File: src/rtl/mux8_rr_arbiter_pkg.sv
// Shared definitions for the round-robin byte-mux arbiter.
// FSM encoding, port ids, burst range and the re-arbitration rule.
package mux8_rr_arbiter_pkg;

   typedef enum logic [1:0] {
      IDLE  = 2'd0,
      OWN_A = 2'd1,
      OWN_B = 2'd2
   } arb_state_e;

   localparam logic SRC_A = 1'b0;
   localparam logic SRC_B = 1'b1;

   localparam int MAX_BURST_MIN = 1;
   localparam int MAX_BURST_MAX = 15;

   // On a tie the port that did not own last wins.
   function automatic arb_state_e rearb(
      input logic last,
      input logic a_v,
      input logic b_v
   );
      arb_state_e r;
      if (a_v && b_v)
         r = (last == SRC_A) ? OWN_B : OWN_A;
      else if (a_v)
         r = OWN_A;
      else if (b_v)
         r = OWN_B;
      else
         r = IDLE;
      return r;
   endfunction

endpackage

File: src/rtl/MUX8.sv
// Existing 8-bit 2:1 byte multiplexer.
// S=0 selects A, S=1 selects B.
module MUX8 (
   input  logic [7:0] A,
   input  logic [7:0] B,
   input  logic       S,
   output logic [7:0] Y
);

   assign Y = S ? B : A;

endmodule

File: src/rtl/mux8_rr_arbiter.sv
// Round-robin, burst-limited arbiter sharing a byte mux between
// two streaming requesters, with a one-entry registered output slot.
module mux8_rr_arbiter #(
   parameter int WIDTH     = 8,
   parameter int MAX_BURST = 4,
   parameter int CNT_W     = 4
) (
   input  logic             CLK,
   input  logic             RST_N,
   input  logic             A_VALID,
   input  logic [WIDTH-1:0] A_DATA,
   output logic             A_READY,
   input  logic             B_VALID,
   input  logic [WIDTH-1:0] B_DATA,
   output logic             B_READY,
   output logic             Y_VALID,
   output logic [WIDTH-1:0] Y_DATA,
   output logic             Y_SRC,
   input  logic             Y_READY,
   output logic             S,
   output logic             BUSY
);

   import mux8_rr_arbiter_pkg::*;

   if (MAX_BURST < MAX_BURST_MIN || MAX_BURST > MAX_BURST_MAX ||
       (2 ** CNT_W) <= MAX_BURST) begin : g_bad_param
      $error("mux8_rr_arbiter: illegal MAX_BURST/CNT_W");
   end

   arb_state_e       state;
   arb_state_e       state_n;
   logic [CNT_W-1:0] cnt;
   logic [CNT_W-1:0] cnt_n;
   logic [CNT_W-1:0] cnt_inc;
   logic             gap;
   logic             gap_n;
   logic             last;
   logic             y_valid;
   logic [WIDTH-1:0] y_data;
   logic             y_src;
   logic [WIDTH-1:0] mux_y;
   logic             owner;
   logic             own_valid;
   logic             slot_free;
   logic             xfer;
   logic             leave;

   assign owner     = (state == OWN_B);
   assign own_valid = (state == OWN_A) ? A_VALID :
                      (state == OWN_B) ? B_VALID : 1'b0;
   assign slot_free = !y_valid || Y_READY;
   assign A_READY   = (state == OWN_A) && slot_free && !gap;
   assign B_READY   = (state == OWN_B) && slot_free && !gap;
   assign xfer      = (A_READY && A_VALID) || (B_READY && B_VALID);
   assign cnt_inc   = cnt + 1'b1;
   assign leave     = (state != IDLE) &&
                      ((xfer && cnt_inc == CNT_W'(MAX_BURST)) ||
                       !own_valid);

   if (WIDTH == 8) begin : g_mux8
      MUX8 u_mux (
         .A (A_DATA),
         .B (B_DATA),
         .S (owner),
         .Y (mux_y)
      );
   end else begin : g_mux_n
      assign mux_y = owner ? B_DATA : A_DATA;
   end

   // Every ownership grant out of a burst costs one dead cycle.
   always_comb begin
      state_n = state;
      cnt_n   = cnt;
      gap_n   = 1'b0;
      unique case (state)
         IDLE: begin
            state_n = rearb(last, A_VALID, B_VALID);
            cnt_n   = '0;
         end
         OWN_A, OWN_B: begin
            if (leave) begin
               state_n = rearb(owner, A_VALID, B_VALID);
               cnt_n   = '0;
               gap_n   = (state_n != IDLE);
            end else if (xfer) begin
               cnt_n = cnt_inc;
            end
         end
         default: begin
            state_n = IDLE;
            cnt_n   = '0;
         end
      endcase
   end

   always_ff @(posedge CLK or negedge RST_N) begin
      if (!RST_N) begin
         state <= IDLE;
         cnt   <= '0;
         gap   <= 1'b0;
         last  <= SRC_B;
      end else begin
         state <= state_n;
         cnt   <= cnt_n;
         gap   <= gap_n;
         if (xfer)
            last <= owner;
      end
   end

   always_ff @(posedge CLK or negedge RST_N) begin
      if (!RST_N) begin
         y_valid <= 1'b0;
         y_data  <= '0;
         y_src   <= SRC_A;
      end else if (xfer) begin
         y_valid <= 1'b1;
         y_data  <= mux_y;
         y_src   <= owner;
      end else if (Y_READY) begin
         y_valid <= 1'b0;
      end
   end

   assign Y_VALID = y_valid;
   assign Y_DATA  = y_data;
   assign Y_SRC   = y_src;
   assign S       = owner;
   assign BUSY    = (state != IDLE) || y_valid;

endmodule

File: config.mk
export PLATFORM = sky130hd
export DESIGN_NAME = mux8_rr_arbiter
export DESIGN_NICKNAME = d
export VERILOG_FILES = /design/src/rtl/mux8_rr_arbiter_pkg.sv /design/src/rtl/MUX8.sv /design/src/rtl/mux8_rr_arbiter.sv
export SDC_FILE = /design/constraint.sdc
export NUM_CORES = 1
export LEC_CHECK = 0
export BUFFER_PORTS_ARGS = -buffer_cell sky130_fd_sc_hd__buf_2
export CAP_MARGIN = 15
export CELL_PAD_IN_SITES_DETAIL_PLACEMENT = 1
export CELL_PAD_IN_SITES_GLOBAL_PLACEMENT = 1
export CORE_AREA = 2 2 75 49
export DETAILED_ROUTE_END_ITERATION = 7
export DIE_AREA = 0 0 77 51
export PLACE_DENSITY_LB_ADDON = 0.08
export SYNTH_ARGS = -nofsm -noshare
export SYNTH_HDL_FRONTEND = slang
export SYNTH_SLANG_ARGS = --single-unit
File: constraint.sdc
create_clock -name CLK -period 2 [get_ports CLK]
set_input_delay 0.4 -clock CLK [delete_from_list [all_inputs] [get_ports CLK]]
set_output_delay 0.4 -clock CLK [all_outputs]
set_load 0.01 [all_outputs]
==> results.cfg <==
[status]
outcome = complete, no violations

[clock_network]
cts_buffers = 3
clk_latency_ns = 0.25
clk_path_buf_depth = 2
clock-root-buffer = clkbuf_8
cts.reportedPaths.clkPinSlew_ns = 0.07
clock_sinks = 18
cts_tree = yes
htreeDepth = 1

[placement]
dpl.hpwl_um = 1930
portBuffers = 34
place_congestion = 0.751
dpl_cell_area_mm2 = 0.00125

[sta]
grt_setup_unrepaired = true
tightest_slew_ns = 0.419
post-route-period-util_pct = 95.2
fin_setup_tns_ns = 0
timing_hold_violations_final = 0
drv_slew = 0
max_clock_freq_mhz = 525
skew_ns = 0.000929
slew_headroom_pct = 72.1
setup-violations-final = 0
period_minus_slack_ns = 1.90

[floorplanning]
io_pins = 35
die_area_mm2 = 0.00393
dieWidth_um = 77
fp-row-count = 17
die_h_um = 51
core-area_mm2 = 0.00336
initial_core_util_pct = 29.4

[layout]
diodes = 0
final_cell_area_mm2 = 0.00136
finalNetCount = 171
drive_above_1_share_pct = 40.6
synthToLayoutAreaGrowth_pct = 37.4

[worst_setup_path]
crit_start = state[1]$_DFFE_PN0P_
crit_arrival_ns = 2.05
cp-end-kind = register
path_max_fanout = 11
rr_startpoint = state[1]$_DFFE_PN0P_
critPathLaunchType = register
cp.required_ns = 2.14
worst-setup-path-type = reg -> reg

[logic_synthesis]
netlist_top_cells_area = dfrtp_1 43%, mux2i_1 10%, ha_1 7.6%
syn_inst = 97
yosysTopAreaCellShare_pct = 43.1
ys.flop_type = dfrtp_1
synth_edf_count = 0
synthTopCellsByCount = 17 x dfrtp_1, 13 x nor2_1, 10 x a21oi_1, 10 x mux2i_1, 6 x ha_1
synth-seq-area-share_pct = 45.8
synth_fp_nets = 124
yosysWarnings = 0
syn_area_um2 = 987
ys_ff_latch = 18
synth_cell_types = 31
async_reset_ff_share_pct = 100
synth_most_common_cell = dfrtp_1
synth_area_per_cell_um2 = 10.2
yosys.area.top_type = dfrtp_1

[drt]
drt-initial-drc-count = 4
drt.antenna.violating_nets = 0
drc = 0
wl_per_cell_um = 13.3
post_drt_via_cell_ratio = 4.69
wl_um = 2530
drt_pass1_iterations = 2
via_count = 891

[global_routing]
grt_pass1_vias = 886
overflow = 0
grt_usage_pct = 13.7
antenna_found_initial = 0
grt_max_degree = 19
grt_pass1_wl_um = 4190

[power_and_ir_drop]
p_per_area_mw_per_mm2 = 1450
power_w = 0.00197
leakage_nw = 0.643
peakVddDrop_mv = 0.465

[min_path]
min_path_type = in -> async

[job]
cap_violations = 0
## sequential cells by signal, summed over array words and instances, names as in the netlist
signal   cells
last         1
Y_SRC        1
Y_VALID      1
state        2
cnt          4
Y_DATA       8
gap          1
## metrics by stage
step	util (%)	hold slack, ns	instances	worst slack [ns]
finish	40.4	0.0724	190	0.0966
global placement	37.3	0.362	182	0.157
detailed placement	37.3	0.366	182	0.0429
CTS	38.8	0.0852	186	0.0136
floorplan	-	0.104	97	0.0543
global route	40.4	0.101	190	-0.0242
## layout by cell type (no fill, tap or decap), drive strengths merged
cell | Yosys | final
buf | 2 | 45
dfrtp | 17 | 17
nor2 | 13 | 13
a21oi | 10 | 10
mux2i | 10 | 10
ha | 6 | 6
inv | 5 | 5
nand2 | 5 | 5
o21ai | 4 | 4
clkbuf | 1 | 4
nor3b | 2 | 2
xor2 | 2 | 2
nand3 | 2 | 2
xnor2 | 2 | 2
nand2b | 1 | 1
and2b | 1 | 1
nor3 | 1 | 1
a211oi | 1 | 1
nor4bb | 1 | 1
nor4b | 1 | 1
o21a | 1 | 1
a31oi | 1 | 1
a22oi | 1 | 1
nand3b | 1 | 1
a221oi | 1 | 1
mux2 | 1 | 1
nand4 | 1 | 1
and3 | 1 | 1
or2 | 1 | 1
dfstp | 1 | 1
## critical path, stage by stage, from the launching register on
cell and delay [ns]:
dfrtp_1 0.41, inv_1 0.09, ha_2 0.20, nand2_1 0.09
a211oi_4 0.34, buf_6 0.21, nand4_1 0.13, xnor2_1 0.14
and3_1 0.18
## routing by layer
metal | global-route usage, % | wire [µm] | vias up
li1 | - | - | 428
met1 | 18.0 | 1150 | 438
met2 | 23.2 | 1230 | 25
met3 | 4.24 | 149 | 0
met4 | 1.79 | 0 | 0
met5 | 0 | 0 | -
## report_power, final
group	leakage [nW]	internal (W)	switching, W
logic	0.401	0.000531	0.000582
clock network	0.0228	0.000142	0.000122
registers	0.219	0.000508	0.0000891
## kinds of logic (layout without fill, tap and decap cells)
kind of cell,after synthesis,in the layout,share of synthesized area (%)
muxes,11,11,11.3
adders and majority gates,6,6,7.60
buffers and inverters,8,54,3.30
AOI/OAI and AO/OA,19,19,12.2
DFF,18,18,45.8
and+or+nand+nor,31,31,16.4
xor gates and xnor gates,4,4,3.55
## final timing paths
kind	end	slack, ns	depth (start not counted)
hold / removal	cnt[0]$_DFFE_PN0P_	0.07	1
max in group asynchronous	last$_DFFE_PN1P_	1.60	1
hold reg to reg	Y_DATA[1]$_DFFE_PN0P_	0.53	2
setup / recovery	cnt[3]$_DFFE_PN0P_	0.1	8
min in group CLK	Y_DATA[1]$_DFFE_PN0P_	0.44	3
setup reg to reg	cnt[3]$_DFFE_PN0P_	0.1	8
## cell type report
cell class | count | area (µm²)
flip-flops and latches | 18 | 452
clock buffers | 4 | 45.0
fillers | 418 | 2000
repair buffers | 45 | 260
inverters | 5 | 18.8
well taps | 47 | 58.8
multi-input cells | 71 | 522
## timing repair
action,in CTS,in global routing
setup endpoints to repair,1,4
pin swaps,0,2
gates resized for setup,1,7
buffers inserted,0,4
cloned,0,0
hold buffers,0,0
Note: power is estimated with default switching activity, not from simulation.
